File: src/rtl/seg_scan_pkg.sv
// Shared types and constants for the multiplexed 7-segment scan controller.
package seg_scan_pkg;

  // Scan phase: all digits dark, or one digit lit.
  typedef enum logic [0:0] {
    BLANK = 1'b0,
    SHOW  = 1'b1
  } scan_state_t;

  // Width of one digit code as seen by the BCD-to-7-segment decoder.
  localparam int CODE_W = 4;

  // Nibble presented to the decoder while no digit is lit.
  localparam logic [CODE_W-1:0] BLANK_NIBBLE = 4'h0;

endpackage

File: src/rtl/seg_scan_ctrl_if.sv
// Host-write and display-drive signals of the scan controller.
interface seg_scan_ctrl_if
  import seg_scan_pkg::*;
#(
  parameter int NUM_DIGITS = 4,
  parameter int IDX_W      = $clog2(NUM_DIGITS)
);

  logic                  en;
  logic                  wr_en;
  logic [IDX_W-1:0]      wr_addr;
  logic [CODE_W-1:0]     wr_data;
  logic                  wr_dp;
  logic                  commit;
  logic                  a;
  logic                  b;
  logic                  c;
  logic                  d;
  logic                  dp;
  logic [NUM_DIGITS-1:0] digit_en;
  logic                  pending;
  logic                  frame_done;

  // Host side: drives writes/commit/enable, observes the display pins.
  modport master (
    output en, wr_en, wr_addr, wr_data, wr_dp, commit,
    input  a, b, c, d, dp, digit_en, pending, frame_done
  );

  // Controller side.
  modport slave (
    input  en, wr_en, wr_addr, wr_data, wr_dp, commit,
    output a, b, c, d, dp, digit_en, pending, frame_done
  );

endinterface

File: src/rtl/seg_scan_timer.sv
// Scan sequencer: alternates BLANK gaps and SHOW windows across digit
// positions and flags the transitions the top level reacts to.
module seg_scan_timer
  import seg_scan_pkg::*;
#(
  parameter int NUM_DIGITS = 4,
  parameter int SCAN_DIV   = 1000,
  parameter int BLANK_CYC  = 16,
  parameter int IDX_W      = $clog2(NUM_DIGITS)
) (
  input  logic             clk,
  input  logic             rst_n,
  input  logic             en,
  output logic [IDX_W-1:0] idx,
  output logic             show_start,
  output logic             show_end,
  output logic             frame_end
);

  localparam int CNT_MAX = (SCAN_DIV > BLANK_CYC) ? SCAN_DIV : BLANK_CYC;
  localparam int CNT_W   = $clog2(CNT_MAX);

  localparam logic [CNT_W-1:0] CNT_ZERO   = CNT_W'(0);
  localparam logic [CNT_W-1:0] CNT_ONE    = CNT_W'(1);
  localparam logic [CNT_W-1:0] BLANK_LAST = CNT_W'(BLANK_CYC - 1);
  localparam logic [CNT_W-1:0] SHOW_LAST  = CNT_W'(SCAN_DIV - 1);
  localparam logic [IDX_W-1:0] IDX_ZERO   = IDX_W'(0);
  localparam logic [IDX_W-1:0] IDX_ONE    = IDX_W'(1);
  localparam logic [IDX_W-1:0] IDX_LAST   = IDX_W'(NUM_DIGITS - 1);

  scan_state_t      state;
  scan_state_t      state_next;
  logic [CNT_W-1:0] cnt;
  logic [CNT_W-1:0] cnt_next;
  logic [IDX_W-1:0] idx_next;

  // Sequencer registers; disabling the scan parks it at the start of digit 0.
  always_ff @(posedge clk) begin
    if (!rst_n) begin
      state <= BLANK;
      cnt   <= CNT_ZERO;
      idx   <= IDX_ZERO;
    end else begin
      state <= state_next;
      cnt   <= cnt_next;
      idx   <= idx_next;
    end
  end

  // Next-state decode plus one-cycle transition flags for the coming edge.
  always_comb begin
    state_next = state;
    cnt_next   = cnt;
    idx_next   = idx;
    show_start = 1'b0;
    show_end   = 1'b0;
    frame_end  = 1'b0;
    if (!en) begin
      state_next = BLANK;
      cnt_next   = CNT_ZERO;
      idx_next   = IDX_ZERO;
    end else begin
      case (state)
        BLANK: begin
          if (cnt == BLANK_LAST) begin
            state_next = SHOW;
            cnt_next   = CNT_ZERO;
            show_start = 1'b1;
          end else begin
            cnt_next = cnt + CNT_ONE;
          end
        end
        SHOW: begin
          if (cnt == SHOW_LAST) begin
            state_next = BLANK;
            cnt_next   = CNT_ZERO;
            show_end   = 1'b1;
            if (idx == IDX_LAST) begin
              idx_next  = IDX_ZERO;
              frame_end = 1'b1;
            end else begin
              idx_next = idx + IDX_ONE;
            end
          end else begin
            cnt_next = cnt + CNT_ONE;
          end
        end
        default: begin
          state_next = BLANK;
          cnt_next   = CNT_ZERO;
          idx_next   = IDX_ZERO;
        end
      endcase
    end
  end

endmodule

File: src/rtl/seg_scan_ctrl.sv
// Time-multiplexed 7-segment scan controller with a tear-free double-buffered
// digit store. Shadow writes become visible only at a frame boundary (or at
// once while the display is dark).
module seg_scan_ctrl
  import seg_scan_pkg::*;
#(
  parameter int NUM_DIGITS = 4,
  parameter int SCAN_DIV   = 1000,
  parameter int BLANK_CYC  = 16,
  parameter int IDX_W      = $clog2(NUM_DIGITS)
) (
  input logic            clk,
  input logic            rst_n,
  seg_scan_ctrl_if.slave bus
);

  logic [CODE_W-1:0]     shadow_code [NUM_DIGITS];
  logic [NUM_DIGITS-1:0] shadow_dp;
  logic [CODE_W-1:0]     disp_code   [NUM_DIGITS];
  logic [NUM_DIGITS-1:0] disp_dp;

  logic [IDX_W-1:0] idx;
  logic             show_start;
  logic             show_end;
  logic             frame_end;
  logic             copy;
  logic             addr_ok;

  seg_scan_timer #(
    .NUM_DIGITS (NUM_DIGITS),
    .SCAN_DIV   (SCAN_DIV),
    .BLANK_CYC  (BLANK_CYC),
    .IDX_W      (IDX_W)
  ) u_timer (
    .clk        (clk),
    .rst_n      (rst_n),
    .en         (bus.en),
    .idx        (idx),
    .show_start (show_start),
    .show_end   (show_end),
    .frame_end  (frame_end)
  );

  // One-hot digit select for position i.
  function automatic logic [NUM_DIGITS-1:0] onehot(input logic [IDX_W-1:0] i);
    logic [NUM_DIGITS-1:0] v;
    v    = '0;
    v[i] = 1'b1;
    return v;
  endfunction

  // Copy decision uses the registered pending flag, so a commit arriving on
  // the boundary cycle waits for the next boundary.
  always_comb begin
    copy    = 1'b0;
    addr_ok = 1'b0;
    if (bus.pending && (frame_end || !bus.en)) begin
      copy = 1'b1;
    end else begin
      copy = 1'b0;
    end
    if ({1'b0, bus.wr_addr} < (IDX_W + 1)'(NUM_DIGITS)) begin
      addr_ok = 1'b1;
    end else begin
      addr_ok = 1'b0;
    end
  end

  // Shadow bank: host writes land here at any time.
  always_ff @(posedge clk) begin
    if (!rst_n) begin
      for (int i = 0; i < NUM_DIGITS; i++) begin
        shadow_code[i] <= BLANK_NIBBLE;
      end
      shadow_dp <= '0;
    end else if (bus.wr_en && addr_ok) begin
      shadow_code[bus.wr_addr] <= bus.wr_data;
      shadow_dp[bus.wr_addr]   <= bus.wr_dp;
    end
  end

  // Display bank: snapshot of the shadow bank taken before same-cycle writes.
  always_ff @(posedge clk) begin
    if (!rst_n) begin
      for (int i = 0; i < NUM_DIGITS; i++) begin
        disp_code[i] <= BLANK_NIBBLE;
      end
      disp_dp <= '0;
    end else if (copy) begin
      disp_code <= shadow_code;
      disp_dp   <= shadow_dp;
    end
  end

  // Commit tracking: extra commits while pending are absorbed.
  always_ff @(posedge clk) begin
    if (!rst_n) begin
      bus.pending    <= 1'b0;
      bus.frame_done <= 1'b0;
    end else begin
      bus.pending    <= bus.commit | (bus.pending & ~copy);
      bus.frame_done <= copy;
    end
  end

  // Digit drive: nibble, dp and enable change together so the shown value is
  // stable for the whole SHOW window.
  always_ff @(posedge clk) begin
    if (!rst_n) begin
      {bus.a, bus.b, bus.c, bus.d} <= BLANK_NIBBLE;
      bus.dp                       <= 1'b0;
      bus.digit_en                 <= '0;
    end else if (!bus.en || show_end) begin
      {bus.a, bus.b, bus.c, bus.d} <= BLANK_NIBBLE;
      bus.dp                       <= 1'b0;
      bus.digit_en                 <= '0;
    end else if (show_start) begin
      {bus.a, bus.b, bus.c, bus.d} <= disp_code[idx];
      bus.dp                       <= disp_dp[idx];
      bus.digit_en                 <= onehot(idx);
    end
  end

endmodule
File: src/flat_wrapper.sv
// flat-port wrapper written by rule: the top's interface ports become plain ports
module seg_scan_ctrl_flat import seg_scan_pkg::*;
#(
  parameter int NUM_DIGITS = 4,
  parameter int SCAN_DIV   = 1000,
  parameter int BLANK_CYC  = 16,
  parameter int IDX_W      = $clog2(NUM_DIGITS)
)
  (clk, rst_n, bus_en, bus_wr_en, bus_wr_addr, bus_wr_data, bus_wr_dp, bus_commit, bus_a, bus_b, bus_c, bus_d, bus_dp, bus_digit_en, bus_pending, bus_frame_done);
  seg_scan_ctrl_if #(.NUM_DIGITS(NUM_DIGITS), .IDX_W(IDX_W)) bus_i ();
  input logic clk;
  input logic rst_n;
  input wire logic [$bits(bus_i.en)-1:0] bus_en;
  input wire logic [$bits(bus_i.wr_en)-1:0] bus_wr_en;
  input wire logic [$bits(bus_i.wr_addr)-1:0] bus_wr_addr;
  input wire logic [$bits(bus_i.wr_data)-1:0] bus_wr_data;
  input wire logic [$bits(bus_i.wr_dp)-1:0] bus_wr_dp;
  input wire logic [$bits(bus_i.commit)-1:0] bus_commit;
  output wire logic [$bits(bus_i.a)-1:0] bus_a;
  output wire logic [$bits(bus_i.b)-1:0] bus_b;
  output wire logic [$bits(bus_i.c)-1:0] bus_c;
  output wire logic [$bits(bus_i.d)-1:0] bus_d;
  output wire logic [$bits(bus_i.dp)-1:0] bus_dp;
  output wire logic [$bits(bus_i.digit_en)-1:0] bus_digit_en;
  output wire logic [$bits(bus_i.pending)-1:0] bus_pending;
  output wire logic [$bits(bus_i.frame_done)-1:0] bus_frame_done;
  assign bus_i.en = bus_en;
  assign bus_i.wr_en = bus_wr_en;
  assign bus_i.wr_addr = bus_wr_addr;
  assign bus_i.wr_data = bus_wr_data;
  assign bus_i.wr_dp = bus_wr_dp;
  assign bus_i.commit = bus_commit;
  assign bus_a = bus_i.a;
  assign bus_b = bus_i.b;
  assign bus_c = bus_i.c;
  assign bus_d = bus_i.d;
  assign bus_dp = bus_i.dp;
  assign bus_digit_en = bus_i.digit_en;
  assign bus_pending = bus_i.pending;
  assign bus_frame_done = bus_i.frame_done;
  seg_scan_ctrl #(.NUM_DIGITS(NUM_DIGITS), .SCAN_DIV(SCAN_DIV), .BLANK_CYC(BLANK_CYC), .IDX_W(IDX_W)) u_core (.clk(clk), .rst_n(rst_n), .bus(bus_i));
endmodule
File: config.mk
export PLATFORM = sky130hd
export DESIGN_NAME = seg_scan_ctrl_flat
export DESIGN_NICKNAME = d
export VERILOG_FILES = /design/src/rtl/seg_scan_pkg.sv /design/src/rtl/seg_scan_ctrl_if.sv /design/src/rtl/seg_scan_timer.sv /design/src/rtl/seg_scan_ctrl.sv /design/src/flat_wrapper.sv
export SDC_FILE = /design/constraint.sdc
export NUM_CORES = 1
export LEC_CHECK = 0
export BUFFER_PORTS_ARGS = -buffer_cell sky130_fd_sc_hd__buf_4
export CORE_UTILIZATION = 45
export DETAILED_ROUTE_END_ITERATION = 10
export PLACE_DENSITY = 0.62
export SYNTH_ARGS = -nofsm -noshare
export SYNTH_HDL_FRONTEND = slang
export SYNTH_SLANG_ARGS = --single-unit
File: constraint.sdc
create_clock -name clk -period 1.7 [get_ports clk]
set_clock_uncertainty 0.05 [all_clocks]
set_input_delay 0.17 -clock clk [delete_from_list [all_inputs] [get_ports clk]]
set_output_delay 0.17 -clock clk [all_outputs]
set_load 0.1 [all_outputs]
==> flow_metrics.tcl <==
set metrics [dict create \
    fin_nets 313 \
    syn_area_sq_um 2740 \
    setup_viol_count_final 0 \
    synth_top_cell_by_area "dfxtp_1" \
    yosys_warnings 0 \
    dp_cells 355 \
    async_reset_ff_share_pct 0 \
    hold_depth 3 \
    seq_area_sq_um 1290 \
    syn_area_per_cell_sq_um 10.3 \
    wire_per_inst_um 13.6 \
    fp.coreArea_sq_um 5890 \
    tightest_slew_ps 539 \
    diodes 0 \
    r2r-start "u_core.u_timer.cnt[1]" \
    min_path_type "input pin to flop" \
    die_h_um 80.0 \
    reg2reg_slack_ps 20 \
    period_share_pct 98.8 \
    status "complete, no violations" \
    ys_seq_elements 64 \
    synthTopCellsByArea "dfxtp_1, mux2i_1, nand2_1" \
    nFillCells 549 \
    clock_path_buffers 2 \
    yosysMostFrequentCell "dfxtp_1" \
    holdCritStartpoint "bus_commit" \
    antenna_found_initial 0 \
    setup_tns_ps 0 \
    die_area_sq_um 6400 \
    cap_violations 0 \
    cp_data_required_time_ps 1910 \
    p_leak_nw 1.36 \
    hold_end "u_core.bus.pending" \
    vias 1833 \
    clock-root-buffer "clkbuf_8" \
    htreeDepth 3 \
    ff2ff_path_depth 6 \
    drt_iter0_drc 72 \
    io_buffers 22 \
    ys_seq_area_share_pct 46.8 \
    synth_fp_nets 282 \
    drv_slew 0 \
    synthTopCellsByCount "dfxtp_1, mux2i_1, nand2_1" \
    initial_core_util_pct 46.5 \
    cts.sinks 64 \
    drc 0 \
    cts_buffers 9 \
    hold_violations 0 \
    gp_congestion 0.683 \
    cp-start-kind "flop" \
    rows 28 \
    rsz0062_at_grt "true" \
    drive_gt1_share_pct 22.3 \
    drt_pass1_iterations 4 \
    grt_max_degree 63 \
    detailed_place_hpwl_um 3330 \
    crit_family "simple AND/OR/NAND/NOR gates" \
    max_freq_ghz 0.595 \
    clk_pin_slew_ps 60 \
    synthToLayoutAreaGrowth_pct 19.3 \
    syn_inst 265 \
    synth_ff_type "dfxtp_1" \
    arrival_ps 1890 \
    cts_tree "built" \
    overflow 0 \
    multi_input_area_sq_um 1370 \
    crit_fanout 5 \
    finalWirelength_um 5090 \
    ios 23 \
    cp_num_buf_inv 1 \
    stdcell_count 375 \
    power_density_nw_per_um2 914 \
    crit_slowest_cell "dfxtp_2" \
    critical_path.max_stage_delay_ps 360 \
    clk_latency_ps 330 \
    grt_first_pass_wirelength_um 8030 \
    via_per_inst 4.89 \
    max-vdd-ir-drop_uv 466 \
    critPathCaptureType "flop" \
    hold_buffers 0 \
    crit_type "flop to flop" \
    timing.rr.end "u_core.disp_code[12]" \
    grt_use_total_pct 16.7 \
    critical_path.cell_chain "ha_4 -> and4b_2 -> nand4_4 -> a21boi_4 -> clkbuf_16 -> mux2i_1" \
    synth_edf_count 0 \
    slew_headroom_pct 64.1 \
    fin_crit_ps 1680 \
    die_w_um 80.0 \
    grt_pass1_vias 1677 \
    netlist.area_leader.share_pct 46.8 \
    ys_types 31 \
    drtAntennaViolNets 0 \
]
==> cell usage in the layout (no fill, tap or decap), types with 2 or more instances in the layout <==
cell type,instances
nand2_1,42
mux2i_1,51
buf_4,31
nand3b_1,2
mux4_2,5
clkbuf_16,2
nand4_1,3
nor2_1,23
nor2b_1,22
nand3_1,5
inv_1,4
xor2_1,6
dfxtp_2,4
dfxtp_1,60
clkbuf_8,10
xnor2_1,2
and2_1,2
ha_1,4
clkinv_2,3
==> cell type report <==
class / instances / share of cell area, %
clock buffers: 11 / 4.33
clock inverters: 4 / 1.38
inverters: 4 / 0.460
multi-input cells: 182 / 42.0
flip-flops and latches: 64 / 39.4
well taps: 75 / 2.87
repair buffers: 35 / 9.61
==> how the worst max path moves through the flow <==
stage,from,end,slack [ps],cells after the start
3_3_place_gp,u_core.u_timer.cnt[1],u_core.u_timer.cnt[8],70,5
3_5_place_dp,u_core.u_timer.cnt[1],u_core.disp_code[11],10,6
6_report,u_core.u_timer.cnt[1],u_core.disp_code[12],20,6
4_1_cts,u_core.u_timer.cnt[1],u_core.disp_code[11],6,6
5_1_grt,u_core.u_timer.cnt[1],u_core.disp_code[12],-50,6
2_1_floorplan,u_core.u_timer.cnt[0],u_core.disp_code[0],90,6
==> power by group <==
group	total, mW	switching [mW]	leakage (nW)	internal [mW]
logic	0.192	0.101	0.740	0.0914
clock network	1.25	0.552	0.0989	0.702
registers	1.54	0.0159	0.519	1.52
==> worst reg2reg max path, cell delays in order (launching register included) <==
cell	delay (ps)
dfxtp_2	360
ha_4	150
and4b_2	270
nand4_4	100
a21boi_4	300
clkbuf_16	220
mux2i_1	170
==> per-stage QoR <==
stage | utilization [%] | power (mW) | area [sq um] | setup slack (ps) | hold WS, ps
5_1_grt | 55.5 | 3.10 | 3270 | -51.0 | 51.4
2_1_floorplan | - | 1.69 | 2740 | 91.3 | 259
4_1_cts | 53.8 | 3.00 | 3170 | 5.92 | 18.2
6_report | 55.5 | 2.99 | 3270 | 20.5 | 28.8
3_5_place_dp | 50.6 | 1.75 | 2980 | 10.8 | 367
3_3_place_gp | 50.6 | 1.75 | 2980 | 65.2 | 360
==> registers in the layout, indices dropped and copies added (netlist names) <==
register	count
u_core.disp_code	16
u_core.shadow_code	16
u_core.u_timer.cnt	10
u_core.bus.digit_en	4
u_core.disp_dp	4
u_core.shadow_dp	4
u_core.u_timer.idx	2
u_core.bus.a	1
u_core.bus.b	1
u_core.bus.c	1
u_core.bus.d	1
u_core.bus.dp	1
u_core.bus.frame_done	1
u_core.bus.pending	1
u_core.u_timer.state	1
==> cells by family (layout without fill, tap and decap cells) <==
family                   Yosys count  in the layout  share of synthesized area, %
AO/OA/AOI/OAI                      5              5                          1.83
XOR/XNOR                           8              8                          2.56
adder cells (fa/ha/maj)            5              5                          2.29
buffers and inverters             19             54                          3.88
flip-flops                        64             64                          46.8
multiplexers                      56             56                          22.8
AND/OR/NAND/NOR                  108            108                          19.9
==> timing repair <==
action,CTS,global route
resized for setup,0,7
setup buffers,0,2
setup endpoints to repair,0,30
==> metal layers <==
layer	track usage, %	up-vias	routed length (um)
met3	4.46	7	179
li1	-	948	-
met1	23.8	846	2630
met5	0	-	0
met4	8.39	0	65
met2	23.0	32	2220
Power figures use the tool's default switching activity.
